[src/rtl/appmult_pkg.sv]
// Shared types and helpers for the sequential 12x12 approximate multiplier.
// APPMULT_SKIP_ZERO_EN enables skipping of zero half-product steps.
package appmult_pkg;

   localparam int HALF_W = 6;
   localparam int OP_W   = 12;
   localparam int PROD_W = 24;

   typedef enum logic [1:0] {IDLE, MUL, DONE} state_t;
   typedef enum logic [1:0] {LL, LH, HL, HH} step_t;

   function automatic logic [3:0] step_shift(step_t s);
      logic [3:0] sh;
      sh = 4'd0;
      unique case (s)
         LL:      sh = 4'd0;
         LH, HL:  sh = 4'd6;
         HH:      sh = 4'd12;
      endcase
      return sh;
   endfunction

   // Bit n set when step n has both operand halves nonzero.
   function automatic logic [3:0] step_mask(
      logic [OP_W-1:0] a,
      logic [OP_W-1:0] b
   );
      logic al, ah, bl, bh;
      al = |a[5:0];
      ah = |a[11:6];
      bl = |b[5:0];
      bh = |b[11:6];
      return {ah & bh, ah & bl, al & bh, al & bl};
   endfunction

   function automatic step_t first_step(logic [3:0] m);
      step_t s;
      if (m[0])      s = LL;
      else if (m[1]) s = LH;
      else if (m[2]) s = HL;
      else           s = HH;
      return s;
   endfunction

endpackage

[src/rtl/appmult_seq_12x12_mult_6_6.sv]
// Existing 6x6 approximate core: partial-product columns of
// weight 2^0..2^3 are dropped, no error compensation.
module Mult_6_6 (
   input  logic [5:0]  a,
   input  logic [5:0]  b,
   output logic [11:0] p
);

   always_comb begin
      p = '0;
      for (int i = 0; i < 6; i++) begin
         for (int j = 0; j < 6; j++) begin
            if (i + j >= 4)
               p = p + (12'(a[i] & b[j]) << (i + j));
         end
      end
   end

endmodule

[src/rtl/appmult_seq_12x12.sv]
// Sequential 12x12 approximate multiplier over one shared Mult_6_6.
// APPMULT_SKIP_ZERO_EN: skip steps whose operand half is zero.
module appmult_seq_12x12 #(
   parameter int TAG_W = 4,
   parameter int ACC_W = 24
) (
   input  logic             clk,
   input  logic             rst_n,
   input  logic             in_valid,
   output logic             in_ready,
   input  logic [11:0]      in_a,
   input  logic [11:0]      in_b,
   input  logic [TAG_W-1:0] in_tag,
   output logic             out_valid,
   input  logic             out_ready,
   output logic [ACC_W-1:0] out_prod,
   output logic [TAG_W-1:0] out_tag,
   output logic             busy
);

   import appmult_pkg::*;

   if (ACC_W != 2 * OP_W) begin : g_bad_acc_w
      $fatal(1, "appmult_seq_12x12: ACC_W must be 24");
   end

   state_t           state;
   step_t            step;
   logic [OP_W-1:0]  a_q;
   logic [OP_W-1:0]  b_q;
   logic [TAG_W-1:0] tag_q;
   logic [ACC_W-1:0] acc;
   logic [3:0]       mask_q;

   logic [5:0]       core_a;
   logic [5:0]       core_b;
   logic [11:0]      core_p;
   logic [ACC_W-1:0] acc_nxt;
   logic [3:0]       in_mask;
   logic [3:0]       rem;

`ifdef APPMULT_SKIP_ZERO_EN
   assign in_mask = step_mask(in_a, in_b);
`else
   assign in_mask = 4'hF;
`endif

   always_comb begin
      core_a = a_q[5:0];
      core_b = b_q[5:0];
      unique case (step)
         LL: begin core_a = a_q[5:0];  core_b = b_q[5:0];  end
         LH: begin core_a = a_q[5:0];  core_b = b_q[11:6]; end
         HL: begin core_a = a_q[11:6]; core_b = b_q[5:0];  end
         HH: begin core_a = a_q[11:6]; core_b = b_q[11:6]; end
      endcase
   end

   Mult_6_6 u_core (
      .a (core_a),
      .b (core_b),
      .p (core_p)
   );

   assign acc_nxt = acc + (ACC_W'(core_p) << step_shift(step));

   // Steps still pending after the current one.
   assign rem = mask_q & ~((4'd2 << step) - 4'd1);

   always_ff @(posedge clk or negedge rst_n) begin
      if (!rst_n) begin
         state     <= IDLE;
         step      <= LL;
         a_q       <= '0;
         b_q       <= '0;
         tag_q     <= '0;
         acc       <= '0;
         mask_q    <= '0;
         in_ready  <= 1'b1;
         out_valid <= 1'b0;
         out_prod  <= '0;
         out_tag   <= '0;
         busy      <= 1'b0;
      end else begin
         unique case (state)
            IDLE: begin
               if (in_valid && in_ready) begin
                  a_q      <= in_a;
                  b_q      <= in_b;
                  tag_q    <= in_tag;
                  acc      <= '0;
                  mask_q   <= in_mask;
                  in_ready <= 1'b0;
                  busy     <= 1'b1;
                  if (in_mask == 4'd0) begin
                     state     <= DONE;
                     step      <= LL;
                     out_valid <= 1'b1;
                     out_prod  <= '0;
                     out_tag   <= in_tag;
                  end else begin
                     state <= MUL;
                     step  <= first_step(in_mask);
                  end
               end
            end
            MUL: begin
               acc <= acc_nxt;
               if (rem == 4'd0) begin
                  state     <= DONE;
                  out_valid <= 1'b1;
                  out_prod  <= acc_nxt;
                  out_tag   <= tag_q;
               end else begin
                  step <= first_step(rem);
               end
            end
            DONE: begin
               if (out_ready) begin
                  state     <= IDLE;
                  out_valid <= 1'b0;
                  in_ready  <= 1'b1;
                  busy      <= 1'b0;
               end
            end
            default: state <= IDLE;
         endcase
      end
   end

endmodule

[config.mk]
export PLATFORM = sky130hd
export DESIGN_NAME = appmult_seq_12x12
export DESIGN_NICKNAME = d
export VERILOG_FILES = /design/src/rtl/appmult_pkg.sv /design/src/rtl/appmult_seq_12x12_mult_6_6.sv /design/src/rtl/appmult_seq_12x12.sv
export SDC_FILE = /design/constraint.sdc
export NUM_CORES = 1
export LEC_CHECK = 0
export ABC_AREA = 1
export BUFFER_PORTS_ARGS = -buffer_cell sky130_fd_sc_hd__buf_2
export CORE_MARGIN = 2
export CORE_UTILIZATION = 50
export CTS_BUF_LIST = sky130_fd_sc_hd__clkbuf_16
export CTS_CLUSTER_SIZE = 30
export DETAILED_ROUTE_END_ITERATION = 16
export PLACE_DENSITY = 0.69
export SETUP_SLACK_MARGIN = 0.05
export SYNTH_ARGS = -nofsm -noshare
export SYNTH_HDL_FRONTEND = slang
export SYNTH_HIERARCHICAL = 1
export SYNTH_SLANG_ARGS = --single-unit
export TNS_END_PERCENT = 30
[constraint.sdc]
create_clock -name clk -period 8.8 [get_ports clk]
set_input_delay 0.88 -clock clk [delete_from_list [all_inputs] [get_ports clk]]
set_output_delay 0.88 -clock clk [all_outputs]
set_load 0.05 [all_outputs]
Word level (Yosys, flattened, before mapping)
Cells that the tools add are included.

word-level totals
  register bits after elaboration = 88
  bits in latches = 0
  memory bits (writable) = 0
  bits in read-only memories = 0
  logic and storage cells = 120
  memories kept = 0

cells by class
  $add $sub $neg = 27
  multipliers = 0
  divide/modulo/power cells = 0
  order comparisons = 0
  equality and inequality tests = 9
  shifts and indexed selects = 2
  mux-type cells = 23
  bitwise operators = 28
  reduce and logical (&&, ||, !) cells = 19

operators with widths
  kind                                           count
  12-bit adder                                   18
  24-bit one-hot mux with 2 select lines         1
  1-bit AND                                      26
  12-bit by 10-bit adder with 12-bit output      2
  12-bit by 8-bit adder with 12-bit output       2
  24-bit adder                                   1
  24-bit two-way mux                             1
  6-bit one-hot mux with 2 select lines          2
  12-bit by 4-bit left shift with 24-bit output  1
  2-bit two-way mux                              7
  12-bit by 11-bit adder with 12-bit output      1
  12-bit by 7-bit adder with 12-bit output       1
  12-bit by 9-bit adder with 12-bit output       1
  4-bit one-hot mux with 3 select lines          1
  3-bit AND reduction                            4
  2-bit OR reduction                             5
  2-bit != test (second input constant)          4
  2-bit == test (second input constant)          3
  1-bit two-way mux                              6
  1-bit one-hot mux with 2 select lines          3
  2-bit one-hot mux with 3 select lines          1
  2-bit AND reduction                            3
  2-bit nonzero test                             3
  4-bit AND                                      1
  8 further kinds                                10

Longest topological paths before layout
  depth in word-level cells = 32
  depth in mapped cells = 35

Cells and area by module
Netlist, hierarchy kept.

by module, submodules not included
  module             times used  cells an instance  area each (µm²)
  appmult_seq_12x12  1           808                5640.4
  Mult_6_6           1           108                793.3

Worst setup path before layout
OpenSTA, ideal clock, no wires.

  path kind = flip-flop to flip-flop
  start = reg step[0]
  end = reg out_prod[16]
  setup time = 0.118 ns
  arrival = 5.704 ns
  setup slack = 2.978 ns
  stages on the path, launching flop included = 30
  path buffers = 0
  clock period less this slack = 5.822 ns
  cell sequence = dfrtp_1 > ha_1 > nor2_1 > mux2_2 > nand2_1 > inv_1 > fa_1 > fa_1 > inv_1 > fa_1 > inv_1 > ha_1 > inv_1 > fa_1 > nand3b_1 > nand2_1 > xor2_1 > inv_1 > o21ai_0 > o21ai_0 > o21ai_0 > ha_1 > nand2_1 > inv_1 > a21oi_1 > inv_1 > a21oi_1 > nand3b_1 > nand3_1 > nand2_1

on the way
  cells in the longest elaborated chain, start to end = 31

RTL lines
  element                                            line                              source
  start: declaration                                 appmult_seq_12x12.sv:28           step_t step;
  start signal: assignment                           appmult_seq_12x12.sv:103          step <= first_step(in_mask);
  start signal: assignment                           appmult_seq_12x12.sv:115          step <= first_step(rem);
  2-bit == test, or another cell as far along        appmult_seq_12x12.sv:51           unique case (step)
  2-bit OR reduction (no line)                       --
  6-bit one-hot mux with 2 select lines (*)          appmult_seq_12x12.sv:51
  named net core_b[5]                                appmult_seq_12x12.sv:36           logic [5:0] core_b;
  1-bit AND                                          appmult_seq_12x12_mult_6_6.sv:14  p = p + (12'(a[i] & b[j]) << (i + j));
  12-bit adder (16 in a row)                         appmult_seq_12x12_mult_6_6.sv:14
  12-bit by 8-bit adder with 12-bit output           appmult_seq_12x12_mult_6_6.sv:14
  12-bit adder                                       appmult_seq_12x12_mult_6_6.sv:14
  [2 not listed]                                     --
  12-bit by 7-bit adder with 12-bit output           appmult_seq_12x12_mult_6_6.sv:14
  12-bit by 8-bit adder with 12-bit output           appmult_seq_12x12_mult_6_6.sv:14
  12-bit by 9-bit adder with 12-bit output           appmult_seq_12x12_mult_6_6.sv:14
  12-bit by 10-bit adder with 12-bit output          appmult_seq_12x12_mult_6_6.sv:14
  12-bit by 11-bit adder with 12-bit output (*)      appmult_seq_12x12_mult_6_6.sv:14
  named net core_p[10]                               appmult_seq_12x12.sv:37           logic [11:0] core_p;
  12-bit by 4-bit left shift with 24-bit output (*)  appmult_seq_12x12.sv:65           assign acc_nxt = acc + (ACC_W'(core_p) << step_shift(step));
  24-bit adder (*)                                   appmult_seq_12x12.sv:65
  end signal: assignment                             appmult_seq_12x12.sv:112          out_prod <= acc_nxt;
  end: declaration                                   appmult_seq_12x12.sv:16           output logic [ACC_W-1:0] out_prod,

The timed path passes the listed nets; every way through them passes the cells marked *. The select of a mux whose other input is x is not followed.
A chain may end at the register's enable or synchronous reset.

Final worst setup path
  start = reg step[1]
  end = reg acc[16]

on the way
  cells in the longest elaborated chain, start to end = 32

RTL lines
  element                                            line                              source
  2-bit == test, or another cell as far along        appmult_seq_12x12.sv:51
  2-bit OR reduction (no line)                       --
  6-bit one-hot mux with 2 select lines (*)          appmult_seq_12x12.sv:51
  named net core_b[5]                                appmult_seq_12x12.sv:36
  1-bit AND                                          appmult_seq_12x12_mult_6_6.sv:14
  12-bit adder (16 in a row)                         appmult_seq_12x12_mult_6_6.sv:14
  12-bit by 8-bit adder with 12-bit output           appmult_seq_12x12_mult_6_6.sv:14
  12-bit adder                                       appmult_seq_12x12_mult_6_6.sv:14
  [3 not listed]                                     --
  12-bit by 8-bit adder with 12-bit output           appmult_seq_12x12_mult_6_6.sv:14
  12-bit by 9-bit adder with 12-bit output           appmult_seq_12x12_mult_6_6.sv:14
  12-bit by 10-bit adder with 12-bit output          appmult_seq_12x12_mult_6_6.sv:14
  12-bit by 11-bit adder with 12-bit output (*)      appmult_seq_12x12_mult_6_6.sv:14
  named net core_p[10]                               appmult_seq_12x12.sv:37
  12-bit by 4-bit left shift with 24-bit output (*)  appmult_seq_12x12.sv:65
  24-bit adder (*)                                   appmult_seq_12x12.sv:65
  24-bit one-hot mux with 2 select lines (*)         appmult_seq_12x12.sv:85           unique case (state)
  end signal: assignment                             appmult_seq_12x12.sv:108          acc <= acc_nxt;
  end: declaration                                   appmult_seq_12x12.sv:32           logic [ACC_W-1:0] acc;

Marks and branches as above.

==> results.md <==
- Layout cell share with drive strength beyond 1: 0.114
- Global route overflow: 0
- PwrDens: 111 mW/mm^2
- Worst Reg-to-Reg Cells: 30
- Status: completed
- Layout Nets: 1061
- Clk sinks: 88
- Synth area leaders: dfrtp_1, nand2_1, ha_1
- Number of synthesis warnings: 6
- Placer congestion estimate: 0.988
- Design area: 0.00715 sq mm
- Port bufs: 62
- Vias/cell: 4.96
- Vias: 5695
- I/O pin total: 63
- Clock insertion delay at the later pin of the skew report: 0.35 ns
- Post-CTS Resized: 0
- Post-Synthesis Cells: 916
- Synth top area share: 0.338
- Placed Cells: 1132
- Worst VDD drop: 70.7 uV
- Top Metal Used: met4
- Ratio of final minimum period to clock period: 0.743
- Wire length on met3: 586 microns
- Number of enable flip-flop cells after synthesis: 0
- DRC: 0
- Largest net degree at the start of global routing: 67
- Skew final: 0.00784 ns
- Most frequent cells after synthesis: nand2_1, inv_1, dfrtp_1
- Number of global-route vias before repair: 5602
- CTS tree: built
- Number of setup buffers added after CTS: 0
- Antenna viol nets, final: 0
- Max-Cap Viols: 0
- Die Wd: 117 microns
- Post-route minimum period: 6.54 ns
- Clk slew on worst S/H paths: 0.07 ns
- Die height: 117 microns
- Final Hold Fails: 0
- Wire per inst: 13.4 microns
- DR WL met2: 7460 microns
- First-pass GRT wire length: 26400 microns
- Placed cell area: 0.00687 sq mm
- CP most frequent cell: inv_1
- Worst-path fanout max: 6
- Max transition margin: 0.253
- Critical path's slowest cell: fa_1
- M1 WL: 6890 microns
- Initial drt markers: 300
- FMAX: 0.153 GHz
- Syn_area_per_cell: 7.02 sq um
- Die area: 0.0138 sq mm
- R2R setup slack: 2.26 ns
- Setup TNS: 0 ns
- Pins over their slew limit: 0
- Class of the worst hold path: input port to asynchronous set/reset pin
- Sequential share of the synthesized area: 0.342
- Distinct cells, synth: 38
- Htree depth: 3
- RSZ-0062 raised after global routing: no
- CP peak stage delay: 0.54 ns
- Power, Total: 791 uW
- Count of state elements after synthesis: 88
- Synth async-reset ratio: 1.00
- Hold bufs inserted after CTS: 0
- Root Driver: clkbuf_16
- Cell Area, Synth: 0.00643 sq mm
- Row cnt: 41
- Critical Path Sink Type: register
- Post-detail-place hpwl: 12000 microns
- Pleak: 4.14 nW
- Primary FF master, synth: dfrtp_1
- Setup violators final: 0
- Initial core utilization: 0.512
- Overall routing resource usage: 0.236
- Routed wire length: 15400 microns
- Core ar.: 0.0126 sq mm
- Most frequent cell after synthesis: nand2_1
- Reg-to-reg startpoint: step[1]
- Initial antenna violation count: 0
- Post-synth top area cell: dfrtp_1
- Pre-antenna DRT Iters: 5
- Slew @ Worst Pin: 1.12 ns
- Ant diodes: 0
- Critical Path Source Type: register
- Clock Path Buffers: 2
- Hold slack: 0.420 ns
- Total CTS buffers: 9
- Final non-filler cell total: 1148
- Area delta synth->final: 11.1%
- Worst EP arrival: 6.78 ns
- Worst EP required: 9.04 ns
- Kind of critical path: register to register
- R2r endpoint: acc[16]
==> placed cells by master, fill, tap and decap left out, drive strengths merged, types with 2 or more instances in the layout <==
cell / count
nand2: 395
inv: 133
dfrtp: 87
buf: 65
nand3: 52
o21ai: 49
nor2: 45
ha: 43
a21oi: 15
fa: 15
mux2: 12
nand3b: 9
clkbuf: 9
nand4: 8
mux2i: 6
xnor2: 5
conb: 4
nor3: 4
clkinv: 4
xor2: 3
a31oi: 3
or2: 2
==> worst max path at each step <==
stage	from	endpoint	slack [ns]	cells past startpoint
after floorplan	step[0]	out_prod[16]	2.98	29
after global placement	step[0]	out_prod[16]	2.49	30
after detailed placement	step[1]	out_prod[16]	2.30	30
after CTS	step[1]	acc[16]	2.26	30
after global routing	step[0]	out_prod[16]	1.64	30
final	step[1]	acc[16]	2.26	30
==> worst max-delay path: cells and delay by family, from the launching register on <==
family	cells	cell delay (ns)
buf+inv	8	0.52
simple gates	8	1.12
flops	1	0.40
compound gates	5	1.18
xor+xnor	1	0.19
fa+ha+maj	7	2.57
mux	1	0.45
==> per-stage QoR <==
step	worst slack, ns	util
final	2.26	0.569
after global routing	1.64	0.569
after CTS	2.26	0.569
after detailed placement	2.30	0.546
after global placement	2.49	0.546
after floorplan	2.98	-
==> area by class of cell <==
class / instances / area [sq um]
repair buffers: 65 / 335
multi-input cells: 676 / 3620
clock inverters: 7 / 53.8
flip-flops and latches: 88 / 2200
clock buffers: 9 / 225
inverters: 131 / 492
fillers: 1260 / 5420
well taps: 172 / 215
==> routing by layer <==
| layer | global-route usage | up-vias |
|---|---|---|
| met2 | 0.405 | 119 |
| met1 | 0.297 | 2582 |
| met4 | 0.0919 | 0 |
| li1 | - | 2954 |
| met3 | 0.0438 | 40 |
| met5 | 0 | - |
==> registers in the layout, summed over array words and instances (netlist names) <==
signal	count
tag_q	4
out_prod	24
out_valid	1
mask_q	1
in_ready	1
out_tag	4
state	2
acc	24
b_q	12
step	2
a_q	12
busy	1
==> report_power, final <==
part	leakage (nW)	internal (mW)	switching, mW
Combinational	2.95	0.00648	0.0129
Sequential	1.05	0.404	0
Clock	0.136	0.194	0.173
Total	4.14	0.605	0.186
==> kinds of logic after synthesis <==
logic type / Yosys count / synth area share
simple gates: 516 / 0.328
buf+inv: 155 / 0.0965
flops: 88 / 0.342
compound gates: 72 / 0.0611
fa+ha+maj: 58 / 0.130
mux: 18 / 0.0303
xor+xnor: 8 / 0.0109
other cells: 1 / 0.000583
(Power assumes the default switching activity.)
